[src/rtl/alu_ctrl_pkg.sv]
// Shared definitions for the EX-stage ALU control sequencer: ALUOp and funct
// codes, ALU control encodings, FSM state type and the decode helper.
package alu_ctrl_pkg;

  localparam int unsigned ALUOP_W = 3;
  localparam int unsigned FUNCT_W = 6;
  localparam int unsigned CODE_W  = 4;

  // Main-decoder op classes
  localparam logic [ALUOP_W-1:0] OP_ADD   = 3'b000;
  localparam logic [ALUOP_W-1:0] OP_SUB   = 3'b001;
  localparam logic [ALUOP_W-1:0] OP_RTYPE = 3'b010;
  localparam logic [ALUOP_W-1:0] OP_AND   = 3'b011;
  localparam logic [ALUOP_W-1:0] OP_OR    = 3'b100;
  localparam logic [ALUOP_W-1:0] OP_SLT   = 3'b101;

  // R-type funct codes
  localparam logic [FUNCT_W-1:0] F_SLL   = 6'h00;
  localparam logic [FUNCT_W-1:0] F_SRL   = 6'h02;
  localparam logic [FUNCT_W-1:0] F_MULT  = 6'h18;
  localparam logic [FUNCT_W-1:0] F_MULTU = 6'h19;
  localparam logic [FUNCT_W-1:0] F_ADD   = 6'h20;
  localparam logic [FUNCT_W-1:0] F_SUB   = 6'h22;
  localparam logic [FUNCT_W-1:0] F_AND   = 6'h24;
  localparam logic [FUNCT_W-1:0] F_OR    = 6'h25;
  localparam logic [FUNCT_W-1:0] F_NOR   = 6'h27;
  localparam logic [FUNCT_W-1:0] F_SLT   = 6'h2A;

  // ALU control encodings
  localparam logic [CODE_W-1:0] CNT_AND     = 4'b0000;
  localparam logic [CODE_W-1:0] CNT_OR      = 4'b0001;
  localparam logic [CODE_W-1:0] CNT_ADD     = 4'b0010;
  localparam logic [CODE_W-1:0] CNT_SUB     = 4'b0110;
  localparam logic [CODE_W-1:0] CNT_SLT     = 4'b0111;
  localparam logic [CODE_W-1:0] CNT_SLL     = 4'b1000;
  localparam logic [CODE_W-1:0] CNT_SRL     = 4'b1001;
  localparam logic [CODE_W-1:0] CNT_MULT    = 4'b1010;
  localparam logic [CODE_W-1:0] CNT_MULTU   = 4'b1011;
  localparam logic [CODE_W-1:0] CNT_NOR     = 4'b1100;
  localparam logic [CODE_W-1:0] CNT_ILLEGAL = 4'b1111;

  typedef enum logic [1:0] {IDLE, RUN, DONE} state_e;

  typedef struct packed {
    logic [CODE_W-1:0] cnt;
    logic              illegal;
    logic              is_mul;
    logic              mul_signed;
  } dec_t;

  // Pure decode of ALUOp/funct; unknown encodings fall through to illegal.
  function automatic dec_t decode(input logic [ALUOP_W-1:0] aluop,
                                  input logic [FUNCT_W-1:0] funct);
    dec_t d;
    d.cnt        = CNT_ILLEGAL;
    d.illegal    = 1'b1;
    d.is_mul     = 1'b0;
    d.mul_signed = 1'b0;
    case (aluop)
      OP_ADD: begin d.cnt = CNT_ADD; d.illegal = 1'b0; end
      OP_SUB: begin d.cnt = CNT_SUB; d.illegal = 1'b0; end
      OP_AND: begin d.cnt = CNT_AND; d.illegal = 1'b0; end
      OP_OR:  begin d.cnt = CNT_OR;  d.illegal = 1'b0; end
      OP_SLT: begin d.cnt = CNT_SLT; d.illegal = 1'b0; end
      OP_RTYPE: begin
        d.illegal = 1'b0;
        case (funct)
          F_ADD:   d.cnt = CNT_ADD;
          F_SUB:   d.cnt = CNT_SUB;
          F_AND:   d.cnt = CNT_AND;
          F_OR:    d.cnt = CNT_OR;
          F_NOR:   d.cnt = CNT_NOR;
          F_SLT:   d.cnt = CNT_SLT;
          F_SLL:   d.cnt = CNT_SLL;
          F_SRL:   d.cnt = CNT_SRL;
          F_MULT:  begin d.cnt = CNT_MULT;  d.is_mul = 1'b1; d.mul_signed = 1'b1; end
          F_MULTU: begin d.cnt = CNT_MULTU; d.is_mul = 1'b1; end
          default: begin d.cnt = CNT_ILLEGAL; d.illegal = 1'b1; end
        endcase
      end
      default: ;
    endcase
    return d;
  endfunction

endpackage

[src/rtl/booth_seq_core.sv]
// Radix-2 Booth multiplier, one iteration per clock over WIDTH+1 iterations.
// Ports:
//   clk, rst_n      clock, async active-low reset
//   start_i         load operands and begin (ignored when flush_i is high)
//   signed_i        1: sign-extend operands, 0: zero-extend
//   flush_i         abort a running multiply
//   a_i, b_i        multiplicand / multiplier
//   done_c_o        high during the cycle whose edge performs the last iteration
//   product_c_o     low 2*WIDTH bits of {A,Q} after that iteration
module booth_seq_core #(
  parameter int unsigned WIDTH = 32
) (
  input  logic               clk,
  input  logic               rst_n,
  input  logic               start_i,
  input  logic               signed_i,
  input  logic               flush_i,
  input  logic [WIDTH-1:0]   a_i,
  input  logic [WIDTH-1:0]   b_i,
  output logic               done_c_o,
  output logic [2*WIDTH-1:0] product_c_o
);

  localparam int unsigned EXT_W  = WIDTH + 1;
  localparam int unsigned ACC_W  = WIDTH + 2;
  localparam int unsigned ITER_W = $clog2(WIDTH + 1);

  logic [ACC_W-1:0]  acc_q, acc_d;
  logic [EXT_W-1:0]  q_q, q_d;
  logic [EXT_W-1:0]  m_q, m_d;
  logic              qm1_q, qm1_d;
  logic [ITER_W-1:0] iter_q, iter_d;
  logic              last_q, last_d;
  logic              busy_q, busy_d;

  logic [ACC_W-1:0]  m_ext;
  logic [ACC_W-1:0]  sum;
  logic [ACC_W-1:0]  acc_sh;
  logic [EXT_W-1:0]  q_sh;

  // One Booth step: add/subtract M by {q0,q-1}, then arithmetic shift of {A,Q}
  always_comb begin
    m_ext = {m_q[EXT_W-1], m_q};
    case ({q_q[0], qm1_q})
      2'b01:   sum = acc_q + m_ext;
      2'b10:   sum = acc_q - m_ext;
      default: sum = acc_q;
    endcase
    acc_sh      = {sum[ACC_W-1], sum[ACC_W-1:1]};
    q_sh        = {sum[0], q_q[EXT_W-1:1]};
    product_c_o = {acc_sh[WIDTH-2:0], q_sh};
    done_c_o    = busy_q & last_q;
  end

  // Operand load, iteration and abort
  always_comb begin
    acc_d  = acc_q;
    q_d    = q_q;
    m_d    = m_q;
    qm1_d  = qm1_q;
    iter_d = iter_q;
    last_d = last_q;
    busy_d = busy_q;
    if (flush_i) begin
      busy_d = 1'b0;
      last_d = 1'b0;
    end else if (start_i) begin
      acc_d  = '0;
      m_d    = signed_i ? {a_i[WIDTH-1], a_i} : {1'b0, a_i};
      q_d    = signed_i ? {b_i[WIDTH-1], b_i} : {1'b0, b_i};
      qm1_d  = 1'b0;
      iter_d = '0;
      last_d = 1'b0;
      busy_d = 1'b1;
    end else if (busy_q) begin
      acc_d  = acc_sh;
      q_d    = q_sh;
      qm1_d  = q_q[0];
      iter_d = ITER_W'(iter_q + 1'b1);
      // last_q flags the WIDTH+1-th iteration, i.e. iter_q == WIDTH
      last_d = (iter_q == ITER_W'(WIDTH - 1));
      busy_d = ~last_q;
    end
  end

  always_ff @(posedge clk or negedge rst_n) begin
    if (!rst_n) begin
      acc_q  <= '0;
      q_q    <= '0;
      m_q    <= '0;
      qm1_q  <= 1'b0;
      iter_q <= '0;
      last_q <= 1'b0;
      busy_q <= 1'b0;
    end else begin
      acc_q  <= acc_d;
      q_q    <= q_d;
      m_q    <= m_d;
      qm1_q  <= qm1_d;
      iter_q <= iter_d;
      last_q <= last_d;
      busy_q <= busy_d;
    end
  end

endmodule

[src/rtl/alu_control_seq.sv]
// EX-stage ALU control decoder with a sequential Booth multiplier for
// mult/multu; stalls the pipeline while the multiply is in flight.
// Ports:
//   clk, rst_n            clock, async active-low reset
//   valid_in              decode request, taken only when ready=1
//   ALUOp, funct          op class / R-type function field
//   op_a, op_b            multiply operands, sampled on an accepted mult
//   flush                 synchronous abort
//   ready / stall         FSM idle / busy (decoded from state register)
//   ALUCnt, illegal       registered control code and illegal flag
//   cnt_valid             one-cycle pulse per accepted request
//   mul_done              one-cycle pulse when prod_hi/prod_lo update
//   prod_hi, prod_lo      last completed product
module alu_control_seq
  import alu_ctrl_pkg::*;
#(
  parameter int unsigned WIDTH = 32,
  parameter int unsigned CNT_W = 4
) (
  input  logic             clk,
  input  logic             rst_n,
  input  logic             valid_in,
  input  logic [2:0]       ALUOp,
  input  logic [5:0]       funct,
  input  logic [WIDTH-1:0] op_a,
  input  logic [WIDTH-1:0] op_b,
  input  logic             flush,
  output logic             ready,
  output logic [CNT_W-1:0] ALUCnt,
  output logic             cnt_valid,
  output logic             illegal,
  output logic             stall,
  output logic             mul_done,
  output logic [WIDTH-1:0] prod_hi,
  output logic [WIDTH-1:0] prod_lo
);

  state_e             state_q, state_d;
  logic [CNT_W-1:0]   alucnt_q, alucnt_d;
  logic               illegal_q, illegal_d;
  logic               cnt_valid_q, cnt_valid_d;
  logic               mul_done_q, mul_done_d;
  logic [2*WIDTH-1:0] prod_q, prod_d;

  dec_t               dec;
  logic               core_start;
  logic               core_done;
  logic [2*WIDTH-1:0] core_product;

  booth_seq_core #(.WIDTH(WIDTH)) u_core (
    .clk         (clk),
    .rst_n       (rst_n),
    .start_i     (core_start),
    .signed_i    (dec.mul_signed),
    .flush_i     (flush),
    .a_i         (op_a),
    .b_i         (op_b),
    .done_c_o    (core_done),
    .product_c_o (core_product)
  );

  // Next state and registered outputs; flush overrides everything
  always_comb begin
    dec         = decode(ALUOp, funct);
    state_d     = state_q;
    alucnt_d    = alucnt_q;
    illegal_d   = illegal_q;
    cnt_valid_d = 1'b0;
    mul_done_d  = 1'b0;
    prod_d      = prod_q;
    core_start  = 1'b0;
    case (state_q)
      IDLE: begin
        if (valid_in && !flush) begin
          alucnt_d    = CNT_W'(dec.cnt);
          illegal_d   = dec.illegal;
          cnt_valid_d = 1'b1;
          if (dec.is_mul) begin
            core_start = 1'b1;
            state_d    = RUN;
          end
        end
      end
      RUN: begin
        if (flush) begin
          state_d = IDLE;
        end else if (core_done) begin
          state_d    = DONE;
          mul_done_d = 1'b1;
          prod_d     = core_product;
        end
      end
      DONE:    state_d = IDLE;
      default: state_d = IDLE;
    endcase
  end

  always_ff @(posedge clk or negedge rst_n) begin
    if (!rst_n) begin
      state_q     <= IDLE;
      alucnt_q    <= '0;
      illegal_q   <= 1'b0;
      cnt_valid_q <= 1'b0;
      mul_done_q  <= 1'b0;
      prod_q      <= '0;
    end else begin
      state_q     <= state_d;
      alucnt_q    <= alucnt_d;
      illegal_q   <= illegal_d;
      cnt_valid_q <= cnt_valid_d;
      mul_done_q  <= mul_done_d;
      prod_q      <= prod_d;
    end
  end

  assign ready     = (state_q == IDLE);
  assign stall     = ~ready;
  assign ALUCnt    = alucnt_q;
  assign illegal   = illegal_q;
  assign cnt_valid = cnt_valid_q;
  assign mul_done  = mul_done_q;
  assign prod_hi   = prod_q[2*WIDTH-1:WIDTH];
  assign prod_lo   = prod_q[WIDTH-1:0];

endmodule

[config.mk]
export PLATFORM = sky130hd
export DESIGN_NAME = alu_control_seq
export DESIGN_NICKNAME = d
export VERILOG_FILES = /design/src/rtl/alu_ctrl_pkg.sv /design/src/rtl/booth_seq_core.sv /design/src/rtl/alu_control_seq.sv
export SDC_FILE = /design/constraint.sdc
export NUM_CORES = 1
export LEC_CHECK = 0
export CAP_MARGIN = 20
export CORE_UTILIZATION = 35
export DETAILED_ROUTE_END_ITERATION = 8
export PLACE_DENSITY = 0.61
export SETUP_SLACK_MARGIN = 0.5
export SYNTH_ARGS = -nofsm -noshare
export SYNTH_HDL_FRONTEND = slang
export SYNTH_HIERARCHICAL = 1
export SYNTH_SLANG_ARGS = --single-unit
[constraint.sdc]
create_clock -name clk -period 4.5 [get_ports clk]
set_input_delay 0.45 -clock clk [delete_from_list [all_inputs] [get_ports clk]]
set_output_delay 0.45 -clock clk [all_outputs]
set_load 0.005 [all_outputs]
==> flow_metrics.env <==
export IMPL_yosys_warnings=6
export IMPL_total_cts_buffers=17
export IMPL_start_util=0.3596
export IMPL_r2r_worst_path_cells=16
export IMPL_globalRouteOverflowTotal=0
export IMPL_grt_first_pass_wirelength_mm=45.13
export IMPL_power_density_cells_mw_per_mm2=255.2
export IMPL_routed_wirelength_mm=27.92
export IMPL_die_width_um=174.4
export IMPL_postSynth_asyncResetShare=1.000
export IMPL_setup_worst_path_end_class="flip-flop"
export IMPL_syn_mean_instance_area_um2=9.880
export IMPL_synth_cell_type_count=71
export IMPL_synth_top_cells_by_count="dfrtp_1 (181), nand2_1 (98), o21ai_0 (93)"
export IMPL_leading_cell_type_by_number_of_instances_after_synthesis="dfrtp_1"
export IMPL_placement_io_buffers=149
export IMPL_swShare=0.2482
export IMPL_clock_tree_from_tritoncts="yes"
export IMPL_ys_seq_elements=181
export IMPL_hpwlAfterDp_mm=19.06
export IMPL_layout_cell_share_with_drive_strength_beyond_1=0.1805
export IMPL_synth_area_leader_cell="dfrtp_1"
export IMPL_number_of_clock_sinks_seen_by_cts=181
export IMPL_finalWorstPathRequiredPeriod_ps=3956
export IMPL_maxSlewHeadroom=0.3787
export IMPL_peak_clock_frequency_supported_by_timing_mhz=252.8
export IMPL_first_iter_violations=527
export IMPL_cts_hold_buf=0
export IMPL_hold_path_class="in2async"
export IMPL_setup_tns_final_ps=0
export IMPL_cts_reportedPaths_clkPinSlew_ps=70
export IMPL_worstPathMaxFanout=7
export IMPL_yosys_area_top_type_share=0.4354
export IMPL_post_route_period_util=0.8791
export IMPL_netlist_top_cells_area="dfrtp_1 (44%), mux2_1 (6.9%), o21ai_0 (4.5%)"
export IMPL_r2r_start="u_core/m_q[14]"
export IMPL_root_buffer="clkbuf_16"
export IMPL_rsz0062_at_grt="yes"
export IMPL_first_global_vias=8297
export IMPL_worst_ir_drop_vdd_uv=173.1
export IMPL_ctsLongestPathBuffers=2
export IMPL_cellInternalPower_mw=2.576
export IMPL_tightest_slew_ps=931.9
export IMPL_drt_drc_violations_left=0
export IMPL_core_region_area_mm2=0.02894
export IMPL_start_kind="flip-flop"
export IMPL_switching_power_of_the_nets_mw=0.8506
export IMPL_timing_final_max_slew_violations=0
export IMPL_final_setup_viol_count=0
export IMPL_number_of_antenna_cells_inserted=0
export IMPL_timing_rr_end="prod_q[62]"
export IMPL_num_io_pins=150
export IMPL_grt_use_total=0.1841
export IMPL_synthesized_netlist_cell_count=1053
export IMPL_cp_data_required_time_ps=4810
export IMPL_detail_route_vias_per_cell=5.219
export IMPL_insertion_delay_ps=430
export IMPL_layout_area_overhead_pct=29.09
export IMPL_syn_nets=1167
export IMPL_maxCapViolations=0
export IMPL_r2r_slack_ps=540
export IMPL_synth_enable_flop_cells=0
export IMPL_gp_congestion=0.8976
export IMPL_ant_nets=0
export IMPL_outcome="finished, final reports clean"
export IMPL_chipHeight_um=174.4
export IMPL_detail_route_first_pass_iterations=5
export IMPL_routed_wire_length_per_instance_um=17.60
export IMPL_total_power_consumption_mw=3.427
export IMPL_worst_endpoint_arrival_ps=4270
export IMPL_synth_top_flop_cell="dfrtp_1"
export IMPL_worst_setup_path_type="reg2reg"
export IMPL_via_count=8277
export IMPL_final_nets=1303
export IMPL_cts_htree_levels=4
export IMPL_power_share_combinational=0.083
export IMPL_number_of_antenna_violations_at_the_first_check_in_global_routing=0
export IMPL_power_share_sequential=0.486
export IMPL_synthesis_area_mm2=0.01040
export IMPL_floorplan_die_area_mm2=0.03042
export IMPL_yosysSeqAreaShare=0.4354
export IMPL_total_leakage_power_nw=6.026
export IMPL_row_count=62
export IMPL_finalClockSkew_ps=13.43
export IMPL_grt_start_max_net_pins=117
export IMPL_p_clk_frac=0.431
export IMPL_hold_viol=0
## cell families (layout without fill, tap and decap cells)
logic type / count (synthesis) / after routing / share of synthesized area
AOI/OAI and AO/OA: 292 / 292 / 0.1759
and+or+nand+nor: 266 / 266 / 0.1305
DFF: 181 / 181 / 0.4354
buffers and inverters: 115 / 264 / 0.05424
muxes: 95 / 95 / 0.1022
xor gates and xnor gates: 66 / 66 / 0.05556
adders and majority gates: 38 / 38 / 0.04618
## layer usage
metal	part of all wire	vias to the layer above	global-route usage
li1	-	3998	-
met1	0.48	4107	0.2569
met2	0.47	144	0.2893
met3	0.035	28	0.03237
met4	0.018	0	0.05665
met5	0	-	0
## through the flow
stage | cells | utilization | cell area (um^2) | setup WS, ps | hold WS (ps)
global route | 1586 | 0.4642 | 13430 | 337.6 | 237.6
finish | 1586 | 0.4642 | 13430 | 543.9 | 151.8
floorplan | 1053 | - | 10400 | 522.1 | 154.4
detailed placement | 1520 | 0.4187 | 12120 | 26.58 | 471.2
global placement | 1520 | 0.4187 | 12120 | 106.5 | 469.6
CTS | 1562 | 0.4434 | 12830 | 487.2 | 187.0
## how the worst max path moves through the flow
stage	from	to	slack, ps	depth (start not counted)
after floorplan	u_core/m_q[8]	prod_q[61]	520	19
after global placement	u_core/m_q[8]	prod_q[61]	110	18
after detailed placement	u_core/m_q[8]	prod_q[57]	30	17
after CTS	u_core/m_q[7]	prod_q[57]	490	16
after global routing	u_core/m_q[8]	prod_q[62]	340	16
final	u_core/m_q[14]	prod_q[62]	540	16
## flip-flops by register name, summed over array words and instances, names as in the netlist
| register | count |
|---|---|
| illegal | 1 |
| u_core/acc_q | 33 |
| cnt_valid | 1 |
| u_core/m_q | 33 |
| state_q | 2 |
| prod_q | 64 |
| mul_done | 1 |
| ALUCnt | 4 |
| u_core/q_q | 33 |
| u_core/qm1_q | 1 |
| u_core/iter_q | 6 |
| u_core/busy_q | 1 |
| u_core/last_q | 1 |
## worst max-delay path, stage by stage, from the launching register on
cell	delay, ps
dfrtp_1	390
or4_4	540
or3_4	360
nor4_4	140
buf_4	180
a21oi_1	80
xnor2_1	170
ha_2	430
nand4_1	220
o21ai_0	250
a31oi_1	70
buf_4	170
o31ai_4	200
a21oi_2	90
mux2i_1	140
and2_1	170
mux2_4	250
## layout make-up
| class | instances | area (um^2) |
|---|---|---|
| clock buffers | 19 | 442.9 |
| clock inverters | 13 | 123.9 |
| fillers | 2650 | 15500 |
| inverters | 25 | 93.84 |
| multi-input cells | 757 | 5819 |
| flip-flops and latches | 181 | 4532 |
| well taps | 384 | 480.5 |
| repair buffers | 207 | 1938 |
## power groups by stage
stage / clock network (mW) / logic, mW / registers (mW)
2_1_floorplan: 0 / 0.112 / 1.69
3_3_place_gp: 0 / 0.258 / 1.70
3_5_place_dp: 0 / 0.260 / 1.70
4_1_cts: 1.52 / 0.266 / 1.67
5_1_grt: 1.58 / 0.315 / 1.67
6_report: 1.48 / 0.283 / 1.67
## cell usage in the layout (no fill, tap or decap), drive strengths merged, types with 7 or more instances in the layout
cell type,Yosys,final
o21ai,95,95
and2,35,35
buf,43,58
nor2,44,44
ha,36,36
clkbuf,47,20
nand2b,10,10
nor3,14,14
a31oi,38,38
dfrtp,181,181
clkdlybuf4s50,0,148
inv,25,30
or3,7,7
xnor2,49,49
a22o,28,28
a21o,18,18
xor2,17,17
nand3,14,14
nand2,98,98
nand4,7,7
nor2b,8,8
mux2,90,90
a21oi,63,63
## what timing repair did
| item | in CTS | in global routing |
|---|---|---|
| gates resized for setup | 20 | 94 |
| hold endpoints to repair | 0 | 0 |
| setup buffers | 10 | 24 |
| endpoints found under the setup margin | 26 | 22 |
| pin swaps | 11 | 71 |
Note: power is estimated with default switching activity, not from simulation.
